**src/rtl/dmem_ctrl_pkg.sv**
```systemverilog
// Shared definitions for the data-memory controller and the MEM-stage decode.
package dmem_ctrl_pkg;

  // Controller FSM encodings
  typedef enum logic [1:0] {
    IDLE = 2'd0,
    BUSY = 2'd1,
    DONE = 2'd2
  } state_e;

  // Memory opcodes, shared with the MEM stage decoder
  localparam logic [3:0] LW = 4'b1000;
  localparam logic [3:0] SW = 4'b1001;

  // Width of the stall statistics counter and of the wait counter
  localparam int CNT_W = 16;

  // True when an opcode touches data memory
  function automatic logic is_mem_op(input logic [3:0] op);
    return (op == LW) || (op == SW);
  endfunction

endpackage

```
**src/rtl/dmem_ctrl_if.sv**
```systemverilog
// Bus bundle between MEM stage, controller and data memory.
// slave  : the controller's view
// master : the pipeline / memory side's view
interface dmem_ctrl_if #(
  parameter int AW = 16,
  parameter int DW = 16
);
  logic          mem_re;
  logic          mem_we;
  logic [AW-1:0] mem_addr;
  logic [DW-1:0] mem_wrt;
  logic [DW-1:0] mem_rd;
  logic          stall;
  logic          dm_req;
  logic          dm_wr;
  logic [AW-1:0] dm_addr;
  logic [DW-1:0] dm_wdata;
  logic [DW-1:0] dm_rdata;
  logic          dm_ack;

  modport slave (
    input  mem_re, mem_we, mem_addr, mem_wrt, dm_rdata, dm_ack,
    output mem_rd, stall, dm_req, dm_wr, dm_addr, dm_wdata
  );

  modport master (
    output mem_re, mem_we, mem_addr, mem_wrt, dm_rdata, dm_ack,
    input  mem_rd, stall, dm_req, dm_wr, dm_addr, dm_wdata
  );
endinterface

```
**src/rtl/dmem_timeout_ctr.sv**
```systemverilog
// Loadable wait counter; o_tc flags the cycle in which the TC-th enabled
// cycle is being spent. TC = 0 disables the terminal count entirely.
module dmem_timeout_ctr #(
  parameter int W  = 16,
  parameter int TC = 64
) (
  input  logic clk,
  input  logic rst,
  input  logic i_load,
  input  logic i_en,
  output logic o_tc
);
  logic [W-1:0] r_cnt;

  // Count enabled cycles from zero; hold at all-ones instead of wrapping
  always_ff @(posedge clk or posedge rst) begin
    if (rst)                         r_cnt <= '0;
    else if (i_load)                 r_cnt <= '0;
    else if (i_en && (r_cnt != '1))  r_cnt <= r_cnt + 1'b1;
  end

  assign o_tc = (TC != 0) && i_en && (r_cnt == W'(TC - 1));
endmodule

```
**src/rtl/dmem_ctrl.sv**
```systemverilog
// Data-memory controller: turns MEM-stage load/store strobes into a held
// req/ack transaction and freezes the pipeline until the access completes.
module dmem_ctrl
  import dmem_ctrl_pkg::*;
#(
  parameter int AW      = 16,
  parameter int DW      = 16,
  parameter int TIMEOUT = 64
) (
  input  logic             clk,
  input  logic             rst,
  dmem_ctrl_if.slave       bus,
  output logic             err,
  output logic [CNT_W-1:0] stall_cnt
);
  state_e           r_state;
  logic             r_req;
  logic             r_wr;
  logic [AW-1:0]    r_addr;
  logic [DW-1:0]    r_wdata;
  logic [DW-1:0]    r_rd;
  logic             r_err;
  logic [CNT_W-1:0] r_stall_cnt;

  logic w_strobe;
  logic w_stall;
  logic w_tc;

  assign w_strobe = bus.mem_re | bus.mem_we;

  // Hold the MEM instruction from the cycle its strobe appears until DONE.
  // Gated by rst so the pipeline is released the instant reset is applied.
  assign w_stall = !rst && (((r_state == IDLE) && w_strobe) || (r_state == BUSY));

  dmem_timeout_ctr #(
    .W  (CNT_W),
    .TC (TIMEOUT)
  ) u_tmo (
    .clk    (clk),
    .rst    (rst),
    .i_load (r_state == IDLE),
    .i_en   (r_state == BUSY),
    .o_tc   (w_tc)
  );

  // Main FSM with registered request, address, data, read-back and error
  always_ff @(posedge clk or posedge rst) begin
    if (rst) begin
      r_state <= IDLE;
      r_req   <= 1'b0;
      r_wr    <= 1'b0;
      r_addr  <= '0;
      r_wdata <= '0;
      r_rd    <= '0;
      r_err   <= 1'b0;
    end else begin
      case (r_state)
        IDLE: begin
          if (w_strobe) begin
            // a store wins over a simultaneous load; the load is dropped
            r_addr  <= bus.mem_addr;
            r_wdata <= bus.mem_wrt;
            r_wr    <= bus.mem_we;
            r_req   <= 1'b1;
            r_state <= BUSY;
          end
        end
        BUSY: begin
          if (bus.dm_ack) begin
            r_req <= 1'b0;
            if (!r_wr) r_rd <= bus.dm_rdata;
            r_state <= DONE;
          end else if (w_tc) begin
            r_err   <= 1'b1;
            r_req   <= 1'b0;
            r_rd    <= '1;
            r_state <= DONE;
          end
        end
        // strobes here still belong to the finished instruction
        DONE:    r_state <= IDLE;
        default: r_state <= IDLE;
      endcase
    end
  end

  // Saturating count of stalled cycles
  always_ff @(posedge clk or posedge rst) begin
    if (rst)                                r_stall_cnt <= '0;
    else if (w_stall && (r_stall_cnt != '1)) r_stall_cnt <= r_stall_cnt + 1'b1;
  end

  assign bus.stall    = w_stall;
  assign bus.dm_req   = r_req;
  assign bus.dm_wr    = r_wr;
  assign bus.dm_addr  = r_addr;
  assign bus.dm_wdata = r_wdata;
  assign bus.mem_rd   = r_rd;
  assign err          = r_err;
  assign stall_cnt    = r_stall_cnt;
endmodule
```
**src/flat_wrapper.sv**
```systemverilog
// flat-port wrapper written by rule: the top's interface ports become plain ports
module dmem_ctrl_flat import dmem_ctrl_pkg::*;
#(
  parameter int AW      = 16,
  parameter int DW      = 16,
  parameter int TIMEOUT = 64
)
  (clk, rst, err, stall_cnt, bus_mem_re, bus_mem_we, bus_mem_addr, bus_mem_wrt, bus_dm_rdata, bus_dm_ack, bus_mem_rd, bus_stall, bus_dm_req, bus_dm_wr, bus_dm_addr, bus_dm_wdata);
  dmem_ctrl_if #(.AW(AW), .DW(DW)) bus_i ();
  input  logic clk;
  input  logic rst;
  output logic err;
  output logic [CNT_W-1:0] stall_cnt;
  input wire logic [$bits(bus_i.mem_re)-1:0] bus_mem_re;
  input wire logic [$bits(bus_i.mem_we)-1:0] bus_mem_we;
  input wire logic [$bits(bus_i.mem_addr)-1:0] bus_mem_addr;
  input wire logic [$bits(bus_i.mem_wrt)-1:0] bus_mem_wrt;
  input wire logic [$bits(bus_i.dm_rdata)-1:0] bus_dm_rdata;
  input wire logic [$bits(bus_i.dm_ack)-1:0] bus_dm_ack;
  output wire logic [$bits(bus_i.mem_rd)-1:0] bus_mem_rd;
  output wire logic [$bits(bus_i.stall)-1:0] bus_stall;
  output wire logic [$bits(bus_i.dm_req)-1:0] bus_dm_req;
  output wire logic [$bits(bus_i.dm_wr)-1:0] bus_dm_wr;
  output wire logic [$bits(bus_i.dm_addr)-1:0] bus_dm_addr;
  output wire logic [$bits(bus_i.dm_wdata)-1:0] bus_dm_wdata;
  assign bus_i.mem_re = bus_mem_re;
  assign bus_i.mem_we = bus_mem_we;
  assign bus_i.mem_addr = bus_mem_addr;
  assign bus_i.mem_wrt = bus_mem_wrt;
  assign bus_i.dm_rdata = bus_dm_rdata;
  assign bus_i.dm_ack = bus_dm_ack;
  assign bus_mem_rd = bus_i.mem_rd;
  assign bus_stall = bus_i.stall;
  assign bus_dm_req = bus_i.dm_req;
  assign bus_dm_wr = bus_i.dm_wr;
  assign bus_dm_addr = bus_i.dm_addr;
  assign bus_dm_wdata = bus_i.dm_wdata;
  dmem_ctrl #(.AW(AW), .DW(DW), .TIMEOUT(TIMEOUT)) u_core (.clk(clk), .rst(rst), .bus(bus_i), .err(err), .stall_cnt(stall_cnt));
endmodule
```
**config.mk**
```make
export PLATFORM = sky130hd
export DESIGN_NAME = dmem_ctrl_flat
export DESIGN_NICKNAME = d
export VERILOG_FILES = /design/src/rtl/dmem_ctrl_pkg.sv /design/src/rtl/dmem_ctrl_if.sv /design/src/rtl/dmem_timeout_ctr.sv /design/src/rtl/dmem_ctrl.sv /design/src/flat_wrapper.sv
export SDC_FILE = /design/constraint.sdc
export NUM_CORES = 1
export LEC_CHECK = 0
export ABC_AREA = 1
export CAP_MARGIN = 20
export CORE_ASPECT_RATIO = 2
export CORE_MARGIN = 2
export CORE_UTILIZATION = 45
export CTS_CLUSTER_SIZE = 30
export DETAILED_ROUTE_END_ITERATION = 6
export PLACE_DENSITY = 0.76
export SLEW_MARGIN = 25
export SYNTH_ARGS = -nofsm -noshare
export SYNTH_HDL_FRONTEND = slang
export SYNTH_SLANG_ARGS = --single-unit
```
**constraint.sdc**
```tcl
create_clock -name clk -period 5.6 [get_ports clk]
set_input_delay 0.84 -clock clk [delete_from_list [all_inputs] [get_ports clk]]
set_output_delay 0.84 -clock clk [all_outputs]
set_load 0.05 [all_outputs]
```
==> results of run 1 <==
[cells in the final DEF (no fill, tap or decap), types with 2 or more instances in the layout]
cell	count
sky130_fd_sc_hd__nand2_1	267
sky130_fd_sc_hd__clkdlybuf4s50_1	120
sky130_fd_sc_hd__dfrtp_1	85
sky130_fd_sc_hd__nand3_1	44
sky130_fd_sc_hd__nor2_1	42
sky130_fd_sc_hd__inv_1	22
sky130_fd_sc_hd__or2_2	17
sky130_fd_sc_hd__clkbuf_16	9
sky130_fd_sc_hd__nand4_1	8
sky130_fd_sc_hd__o21ai_1	7
sky130_fd_sc_hd__xnor2_1	6
sky130_fd_sc_hd__o21ai_0	6
sky130_fd_sc_hd__xor2_1	6
sky130_fd_sc_hd__nor3_1	5
sky130_fd_sc_hd__clkinv_2	4
sky130_fd_sc_hd__nor2_2	3
sky130_fd_sc_hd__inv_2	3
sky130_fd_sc_hd__nor2_4	3
sky130_fd_sc_hd__o21ai_2	2
sky130_fd_sc_hd__clkinv_1	2
sky130_fd_sc_hd__ha_1	2
sky130_fd_sc_hd__clkinv_4	2
sky130_fd_sc_hd__buf_4	2
[per-layer routing]
| layer | GRT usage | share of wire |
|---|---|---|
| met1 | 0.2657 | 0.36 |
| met2 | 0.3916 | 0.54 |
| met3 | 0.04892 | 0.050 |
| met4 | 0.1281 | 0.050 |
| met5 | 0 | 0 |
[stage by stage]
step	std cells	hold WS [ns]	setup WS, ns	cell area (µm²)
after floorplan	551	0.4924	2.567	4192
after global placement	762	0.4624	1.996	5474
after detailed placement	762	0.4640	1.986	5474
after CTS	778	0.4813	1.974	5776
final	778	0.4755	1.988	5776
after global routing	778	0.5116	1.936	5776
[critical path, stage by stage]
cell	delay, ns
sky130_fd_sc_hd__clkdlybuf4s50_1	0.50
sky130_fd_sc_hd__o21ai_2	0.07
sky130_fd_sc_hd__buf_4	0.25
sky130_fd_sc_hd__a21oi_4	0.25
sky130_fd_sc_hd__clkdlybuf4s50_1	0.84
[cell type report]
| class | count | area (µm²) | area share |
|---|---|---|---|
| multi-input cells | 425 | 1897 | 0.3284 |
| clock inverters | 6 | 62.56 | 0.01083 |
| well taps | 102 | 127.6 | 0.02210 |
| flip-flops and latches | 85 | 2127 | 0.3683 |
| clock buffers | 10 | 239.0 | 0.04138 |
| repair buffers | 122 | 1216 | 0.2106 |
| inverters | 28 | 106.4 | 0.01841 |
[kinds of logic (layout without fill, tap and decap cells)]
kind of cell,count (synthesis),after routing,synth area share
AO/OA/AOI/OAI,18,18,0.02657
flip-flops,85,85,0.5075
buffers and inverters,41,166,0.04000
adder cells (fa/ha/maj),2,2,0.005969
AND/OR/NAND/NOR,393,393,0.3949
XOR/XNOR,12,12,0.02507
[how the worst max path moves through the flow]
| stage | endpoint | cells after the start |
|---|---|---|
| floorplan | u_core.bus.dm_addr[0] | 1 |
| global placement | bus_stall | 5 |
| detailed placement | bus_stall | 5 |
| CTS | bus_stall | 5 |
| global route | bus_stall | 5 |
| finish | bus_stall | 5 |
[where the power goes]
group | internal [mW] | switching [mW] | leakage (nW)
logic | 0.524 | 1.17 | 1.56
registers | 0.827 | 0.143 | 1.08
clock network | 0.357 | 0.244 | 0.152
total | 1.71 | 1.55 | 2.80
[state kept, by name, indices dropped and copies added (netlist names)]
register	flops
u_core.u_tmo.r_cnt	16
u_core.err	1
u_core.bus.dm_wdata	16
u_core.bus.dm_req	1
u_core.r_state	2
u_core.stall_cnt	16
u_core.bus.mem_rd	16
u_core.bus.dm_addr	16
u_core.bus.dm_wr	1
==> report_table.html, run 1 <==
<table>
<tr><th>Metric</th><th>Value</th></tr>
<tr><th colspan="2">Placement</th></tr>
<tr><td>Quantity of I/O buffers inserted on ports</td><td>120</td></tr>
<tr><td>DPL Wire Length</td><td>8112 µm</td></tr>
<tr><td>Placer Congestion</td><td>0.9242</td></tr>
<tr><th colspan="2">Run status</th></tr>
<tr><td>Outcome</td><td>finished clean</td></tr>
<tr><th colspan="2">GRT</th></tr>
<tr><td>Wire length of the first global-routing pass</td><td>about 18000 µm</td></tr>
<tr><td>Initial antenna violation count</td><td>0</td></tr>
<tr><td>Via count of the first global-routing pass</td><td>3919</td></tr>
<tr><td>Total grt overflow</td><td>0</td></tr>
<tr><td>Total Routing Usage GR</td><td>0.2318</td></tr>
<tr><td>Largest net degree at the start of global routing</td><td>59</td></tr>
<tr><th colspan="2">CTS</th></tr>
<tr><td>Clock edge transition at the registers on the reported setup and hold paths</td><td>around 0.06 ns</td></tr>
<tr><td>H-tree depth</td><td>3</td></tr>
<tr><td>Number of clock buffers inserted by TritonCTS</td><td>9</td></tr>
<tr><td>Post-CTS Setup Inserts</td><td>0</td></tr>
<tr><td>Total of hold buffers inserted after clock tree synthesis</td><td>0</td></tr>
<tr><td>Clock buffer depth</td><td>2</td></tr>
<tr><td>Clock latency reported for the late side of the worst-skew pair</td><td>0.34 ns</td></tr>
<tr><td>Number of clock sinks seen by CTS</td><td>85</td></tr>
<tr><td>Clock tree from TritonCTS</td><td>yes</td></tr>
<tr><td>Clock Tree Root</td><td>sky130_fd_sc_hd__clkbuf_16</td></tr>
<tr><td>Gates resized, CTS repair</td><td>0</td></tr>
<tr><th colspan="2">Min path</th></tr>
<tr><td>Type of the tightest min-delay check</td><td>register to register</td></tr>
<tr><td>Worst min-delay path endpoint</td><td>u_core.bus.dm_wdata[9]</td></tr>
<tr><td>Worst hold stages</td><td>2</td></tr>
<tr><td>Launch instance of the worst min-delay path</td><td>u_core.bus.dm_wdata[9]</td></tr>
<tr><th colspan="2">Synthesis</th></tr>
<tr><td>Average cell area after synthesis</td><td>7.607 µm²</td></tr>
<tr><td>Post-synthesis net count</td><td>606</td></tr>
<tr><td>Sequential-to-total area share from yosys stat</td><td>0.5075</td></tr>
<tr><td>Proportion of register bits with asynchronous set or reset after synthesis</td><td>1.000</td></tr>
<tr><td>Cell taking the most area after synthesis</td><td>sky130_fd_sc_hd__dfrtp_1</td></tr>
<tr><td>Top area cells in the synthesized netlist</td><td>sky130_fd_sc_hd__dfrtp_1 51%, sky130_fd_sc_hd__nand2_1 24%, sky130_fd_sc_hd__nand3_1 5.3%, sky130_fd_sc_hd__nor2_1 3.8%, sky130_fd_sc_hd__or2_2 2.5%</td></tr>
<tr><td>Yosys synthesis warning count</td><td>0</td></tr>
<tr><td>Post-synthesis sequential element count</td><td>85</td></tr>
<tr><td>Post-Synthesis Cells</td><td>551</td></tr>
<tr><td>Mapped Area</td><td>0.004192 mm²</td></tr>
<tr><td>Fraction of synthesized cell area taken by the top area cell type</td><td>0.5075</td></tr>
<tr><td>Number of unique standard cell types used by synthesis</td><td>29</td></tr>
<tr><td>Most instantiated flip-flop cell in the synthesis netlist</td><td>sky130_fd_sc_hd__dfrtp_1</td></tr>
<tr><td>Most frequent cell after synthesis</td><td>sky130_fd_sc_hd__nand2_1</td></tr>
<tr><td>Number of synthesized flops with an enable pin</td><td>0</td></tr>
<tr><td>Post-synth top cells</td><td>267 x sky130_fd_sc_hd__nand2_1, 85 x sky130_fd_sc_hd__dfrtp_1, 44 x sky130_fd_sc_hd__nand3_1</td></tr>
<tr><th colspan="2">Power and ir drop</th></tr>
<tr><td>PD cells</td><td>about 560 mW/mm²</td></tr>
<tr><td>Worst-case vdd ir drop</td><td>370.3 µV</td></tr>
<tr><td>Leak Pwr</td><td>about 2.8 nW</td></tr>
<tr><td>Power after layout</td><td>3.259 mW</td></tr>
<tr><th colspan="2">Die</th></tr>
<tr><td>Die Footprint</td><td>0.01015 mm²</td></tr>
<tr><td>DIE WIDTH</td><td>72.25 µm</td></tr>
<tr><td>DIE HEIGHT</td><td>140.5 µm</td></tr>
<tr><td>Effective utilization at floorplan</td><td>0.4651</td></tr>
<tr><td>Cell Rows</td><td>49</td></tr>
<tr><td>Boundary Pins</td><td>121</td></tr>
<tr><td>Area inside the core boundary</td><td>0.009012 mm²</td></tr>
<tr><th colspan="2">Setup path</th></tr>
<tr><td>Worst setup path startpoint</td><td>bus_mem_we</td></tr>
<tr><td>Required time of the critical path</td><td>4.76 ns</td></tr>
<tr><td>Data arrival time of the critical path</td><td>2.77 ns</td></tr>
<tr><td>Worst Setup Start Kind</td><td>primary input</td></tr>
<tr><td>Startpoint of the most critical register-to-register path</td><td>u_core.r_state[1]</td></tr>
<tr><td>Worst r2r dst</td><td>u_core.bus.dm_wr</td></tr>
<tr><td>Highest fanout seen on the critical path</td><td>35</td></tr>
<tr><td>Kind of capture point of the worst setup path</td><td>primary output</td></tr>
<tr><td>Kind of critical path</td><td>primary input to primary output</td></tr>
<tr><td>Register-to-register setup slack</td><td>3.32 ns</td></tr>
<tr><td>FF-to-FF path depth</td><td>5</td></tr>
<tr><th colspan="2">Finish</th></tr>
<tr><td>Number of antenna diodes</td><td>0</td></tr>
<tr><td>Area added between synthesis and finish</td><td>37.79%</td></tr>
<tr><td>Total number of nets in the final design</td><td>between 700 and 800</td></tr>
<tr><td>Fraction of layout instances using a drive strength above 1</td><td>0.07396</td></tr>
<tr><td>Final core utilization</td><td>0.6408</td></tr>
<tr><td>Fill cell instance count of the final layout</td><td>777</td></tr>
<tr><th colspan="2">Timing</th></tr>
<tr><td>Fin Setup TNS</td><td>0 ns</td></tr>
<tr><td>Worst-case headroom to the max-slew limit</td><td>0.3930</td></tr>
<tr><td>Setup violators final</td><td>0</td></tr>
<tr><td>Fmax</td><td>about 280 MHz</td></tr>
<tr><td>Fin Clk Skew</td><td>0.008316 ns</td></tr>
<tr><td>Pins Over Slew Limit</td><td>0</td></tr>
<tr><td>Share of the clock period used by the worst path</td><td>0.6451</td></tr>
<tr><td>Tmin final</td><td>3.612 ns</td></tr>
<tr><td>Unrepaired setup endpoints after global routing</td><td>false</td></tr>
<tr><td>Slew at the pin closest to its max-slew limit</td><td>0.9050 ns</td></tr>
<tr><td>Final Hold Vio Count</td><td>0</td></tr>
<tr><th colspan="2">Route</th></tr>
<tr><td>Overall routed net length</td><td>11060 µm</td></tr>
<tr><td>DR iter-0 viols</td><td>between 300 and 400</td></tr>
<tr><td>Via count</td><td>4020</td></tr>
<tr><td>Via-per-instance ratio</td><td>about 5.2</td></tr>
<tr><td>Average wire per cell in the routed design</td><td>between 10 and 15 µm</td></tr>
<tr><td>DRC</td><td>0</td></tr>
<tr><td>Antenna Violating Nets Remaining</td><td>0</td></tr>
<tr><td>Count of TritonRoute iterations in the first routing pass</td><td>5</td></tr>
<tr><th colspan="2">Job</th></tr>
<tr><td>Max-capacitance violation count</td><td>0</td></tr>
</table>
Note: power is estimated with default switching activity, not from simulation.
==> inputs of run 2 (changes only) <==
clock period = 3.8 ns   (was 5.6 ns; I/O delays follow)
==> report_table.html, run 2 (synthesis results as in run 1) <==
<table>
<tr><th>Metric</th><th>Value</th></tr>
<tr><th colspan="2">Run status</th></tr>
<tr><td>Outcome</td><td>finished clean</td></tr>
<tr><th colspan="2">GRT</th></tr>
<tr><td>Total Routing Usage GR</td><td>0.2258 (-0.006070)</td></tr>
<tr><td>Initial antenna violation count</td><td>0 (unchanged)</td></tr>
<tr><td>Total grt overflow</td><td>0 (unchanged)</td></tr>
<tr><td>Largest net degree at the start of global routing</td><td>58 (-1.7%)</td></tr>
<tr><td>Wire length of the first global-routing pass</td><td>17810 µm (-3.4%)</td></tr>
<tr><td>Via count of the first global-routing pass</td><td>3799 (-3.1%)</td></tr>
<tr><th colspan="2">Power and ir drop</th></tr>
<tr><td>Worst-case vdd ir drop</td><td>564.8 µV (+52%)</td></tr>
<tr><td>Leak Pwr</td><td>2.788 nW (-0.27%)</td></tr>
<tr><td>Net load switching power</td><td>2.304 mW (+48%)</td></tr>
<tr><td>P_int</td><td>2.471 mW (+45%)</td></tr>
<tr><td>Clock share of power</td><td>0.176 (-0.008)</td></tr>
<tr><td>PD cells</td><td>826.9 mW/mm² (+47%)</td></tr>
<tr><td>Net switching fraction of the power</td><td>0.4825 (+0.006313)</td></tr>
<tr><td>Logic pwr share</td><td>0.524 (+0.006)</td></tr>
<tr><td>Power share of the sequential group</td><td>0.300 (+0.003)</td></tr>
<tr><th colspan="2">Min path</th></tr>
<tr><td>Worst min-delay path endpoint</td><td>u_core.bus.dm_addr[8]</td></tr>
<tr><td>Launch instance of the worst min-delay path</td><td>u_core.bus.dm_addr[8]</td></tr>
<tr><td>Type of the tightest min-delay check</td><td>register to register</td></tr>
<tr><td>Worst hold stages</td><td>2 (unchanged)</td></tr>
<tr><th colspan="2">Route</th></tr>
<tr><td>Via-per-instance ratio</td><td>5.123 (-0.85%)</td></tr>
<tr><td>Overall routed net length</td><td>11240 µm (+1.6%)</td></tr>
<tr><td>DR iter-0 viols</td><td>309 (-17%)</td></tr>
<tr><td>DRC</td><td>0 (unchanged)</td></tr>
<tr><td>Antenna Violating Nets Remaining</td><td>0 (unchanged)</td></tr>
<tr><td>Average wire per cell in the routed design</td><td>14.42 µm (+1.5%)</td></tr>
<tr><td>Count of TritonRoute iterations in the first routing pass</td><td>4 (-1)</td></tr>
<tr><td>Via count</td><td>3991 (-0.72%)</td></tr>
<tr><th colspan="2">Placement</th></tr>
<tr><td>DPL Wire Length</td><td>8196 µm (+1.0%)</td></tr>
<tr><td>Quantity of I/O buffers inserted on ports</td><td>120 (unchanged)</td></tr>
<tr><td>Placer Congestion</td><td>0.9712 (+5.1%)</td></tr>
<tr><th colspan="2">Timing</th></tr>
<tr><td>Slew at the pin closest to its max-slew limit</td><td>0.8060 ns (-0.09891 ns)</td></tr>
<tr><td>Pins Over Slew Limit</td><td>0 (unchanged)</td></tr>
<tr><td>Worst-case headroom to the max-slew limit</td><td>0.4621 (+0.06909)</td></tr>
<tr><td>Fmax</td><td>350.8 MHz</td></tr>
<tr><td>Fin Setup TNS</td><td>0 ns (unchanged)</td></tr>
<tr><td>Final Hold Vio Count</td><td>0 (unchanged)</td></tr>
<tr><td>Fin Clk Skew</td><td>0.009207 ns (+0.0008910 ns)</td></tr>
<tr><td>Tmin final</td><td>2.851 ns</td></tr>
<tr><td>Setup violators final</td><td>0 (unchanged)</td></tr>
<tr><td>Unrepaired setup endpoints after global routing</td><td>false</td></tr>
<tr><td>Share of the clock period used by the worst path</td><td>0.7502</td></tr>
<tr><th colspan="2">Finish</th></tr>
<tr><td>Most frequent standard cell in the layout excluding fill and tap cells</td><td>sky130_fd_sc_hd__nand2_1</td></tr>
<tr><td>Fraction of layout instances using a drive strength above 1</td><td>0.07533 (+0.001368)</td></tr>
<tr><td>Fill cell instance count of the final layout</td><td>796 (+2.4%)</td></tr>
<tr><td>Commonest cells after routing, fill and taps aside</td><td>267 x sky130_fd_sc_hd__nand2_1, 120 x sky130_fd_sc_hd__clkdlybuf4s50_1, 85 x sky130_fd_sc_hd__dfrtp_1</td></tr>
<tr><td>Area added between synthesis and finish</td><td>37.79% (unchanged)</td></tr>
<tr><td>Area of the multi-input gates</td><td>0.001897 mm² (unchanged)</td></tr>
<tr><td>Sequential Area</td><td>0.002127 mm² (unchanged)</td></tr>
<tr><td>Number of antenna diodes</td><td>0 (unchanged)</td></tr>
<tr><td>Total number of nets in the final design</td><td>728 (+0.28%)</td></tr>
<tr><td>Final core utilization</td><td>0.6408 (unchanged)</td></tr>
<tr><th colspan="2">Setup path</th></tr>
<tr><td>Most prevalent standard cell on the critical path</td><td>sky130_fd_sc_hd__clkdlybuf4s50_1</td></tr>
<tr><td>Startpoint of the most critical register-to-register path</td><td>u_core.u_tmo.r_cnt[0]</td></tr>
<tr><td>Family with the most delay on the worst path</td><td>buffers and inverters</td></tr>
<tr><td>Register-to-register setup slack</td><td>1.63 ns (-1.69 ns)</td></tr>
<tr><td>Kind of capture point of the worst setup path</td><td>primary output</td></tr>
<tr><td>Ordered list of cells on the worst path</td><td>clkdlybuf4s50_1, o21ai_2, a21oi_4, clkdlybuf4s50_1</td></tr>
<tr><td>Data arrival time of the critical path</td><td>2.28 ns (-0.49 ns)</td></tr>
<tr><td>Highest fanout seen on the critical path</td><td>5 (-86%)</td></tr>
<tr><td>Worst path bufs/invs</td><td>2 (-1)</td></tr>
<tr><td>Worst path max stage delay</td><td>0.85 ns (about the same)</td></tr>
<tr><td>Worst r2r dst</td><td>u_core.u_tmo.r_cnt[13]</td></tr>
<tr><td>Worst Setup Start Kind</td><td>primary input</td></tr>
<tr><td>FF-to-FF path depth</td><td>9 (+4)</td></tr>
<tr><td>Cell with the largest stage delay on the worst path</td><td>sky130_fd_sc_hd__clkdlybuf4s50_1</td></tr>
<tr><td>Required time of the critical path</td><td>3.23 ns (-1.53 ns)</td></tr>
<tr><td>Kind of critical path</td><td>primary input to primary output</td></tr>
<tr><th colspan="2">CTS</th></tr>
<tr><td>Total of hold buffers inserted after clock tree synthesis</td><td>0 (unchanged)</td></tr>
<tr><td>Clock latency reported for the late side of the worst-skew pair</td><td>0.35 ns (about the same)</td></tr>
<tr><td>Clock buffer depth</td><td>2 (unchanged)</td></tr>
<tr><td>Post-CTS Setup Inserts</td><td>0 (unchanged)</td></tr>
<tr><td>H-tree depth</td><td>3 (unchanged)</td></tr>
<tr><td>Clock edge transition at the registers on the reported setup and hold paths</td><td>0.07 ns (about the same)</td></tr>
<tr><td>Number of clock buffers inserted by TritonCTS</td><td>9 (unchanged)</td></tr>
<tr><td>Clock tree from TritonCTS</td><td>yes</td></tr>
<tr><td>Clock Tree Root</td><td>sky130_fd_sc_hd__clkbuf_16</td></tr>
<tr><td>Gates resized, CTS repair</td><td>0 (unchanged)</td></tr>
<tr><td>Number of clock sinks seen by CTS</td><td>85 (unchanged)</td></tr>
<tr><th colspan="2">Die</th></tr>
<tr><td>Die Footprint</td><td>0.01015 mm² (unchanged)</td></tr>
<tr><td>Effective utilization at floorplan</td><td>0.4651 (unchanged)</td></tr>
<tr><td>DIE WIDTH</td><td>72.25 µm (unchanged)</td></tr>
<tr><td>DIE HEIGHT</td><td>140.5 µm (unchanged)</td></tr>
<tr><td>Boundary Pins</td><td>121 (unchanged)</td></tr>
<tr><td>Area inside the core boundary</td><td>0.009012 mm² (unchanged)</td></tr>
<tr><td>Cell Rows</td><td>49 (unchanged)</td></tr>
<tr><th colspan="2">Job</th></tr>
<tr><td>Max-capacitance violation count</td><td>0 (unchanged)</td></tr>
</table>
## run 2: cell types whose count changed in the layout (fill, tap and decap cells not counted)
cell and change:
sky130_fd_sc_hd__buf_4 +2, sky130_fd_sc_hd__clkinv_2 -4, sky130_fd_sc_hd__inv_4 +1, sky130_fd_sc_hd__clkbuf_8 +1, sky130_fd_sc_hd__inv_6 +1, sky130_fd_sc_hd__clkinv_4 -1
sky130_fd_sc_hd__bufinv_16 -1, sky130_fd_sc_hd__clkinvlp_4 +2
## run 2: per-stage QoR
stage	hold slack (ns)	total power [mW]	cell area, µm²	setup slack (ns)	cells
floorplan	0.4924	3.097	4192	1.037	551
global placement	0.4621	3.918	5489	0.9545	764
detailed placement	0.4639	3.964	5489	0.9574	764
CTS	0.4816	4.819	5774	0.9491	779
global route	0.4959	5.024	5776	0.9000	779
finish	0.4789	4.776	5776	0.9494	779
## run 2: area by class of cell
cell class                 instances  share of cell area
inverter                          28             0.01863
clock inverter                     4            0.005633
tap                              102             0.02210
timing repair buffer             124              0.2132
clock buffer                      11             0.04376
multi-input combinational        425              0.3284
sequential                        85              0.3683
## run 2: tightest hold or removal path, stage by stage, from the launching register on
cell	delay, ns
sky130_fd_sc_hd__dfrtp_1	0.34
sky130_fd_sc_hd__nand2_1	0.05
sky130_fd_sc_hd__nand2_1	0.05
## run 2: power groups by stage
| stage | registers (mW) | clock network (mW) | logic, mW |
|---|---|---|---|
| 2_1_floorplan | 2.42 | 0 | 0.679 |
| 3_3_place_gp | 1.43 | 0 | 2.49 |
| 3_5_place_dp | 1.44 | 0 | 2.52 |
| 4_1_cts | 1.43 | 0.855 | 2.53 |
| 5_1_grt | 1.47 | 0.892 | 2.66 |
| 6_report | 1.43 | 0.843 | 2.50 |
## run 2: layer usage
layer / up-vias / share of wire / GRT usage
li1: 1962 / - / -
met1: 1873 / 0.38 / 0.2401
met2: 118 / 0.53 / 0.3964
met3: 38 / 0.045 / 0.05755
met4: 0 / 0.045 / 0.1192
met5: - / 0 / 0
## run 2: worst max path at each step
stage	from	depth (start not counted)	end	slack (ns)
2_1_floorplan	rst	1	u_core.bus.dm_addr[0]	1.04
3_3_place_gp	bus_mem_we	4	bus_stall	0.95
3_5_place_dp	bus_mem_we	4	bus_stall	0.96
4_1_cts	bus_mem_we	4	bus_stall	0.95
5_1_grt	bus_mem_we	4	bus_stall	0.90
6_report	bus_mem_we	4	bus_stall	0.95
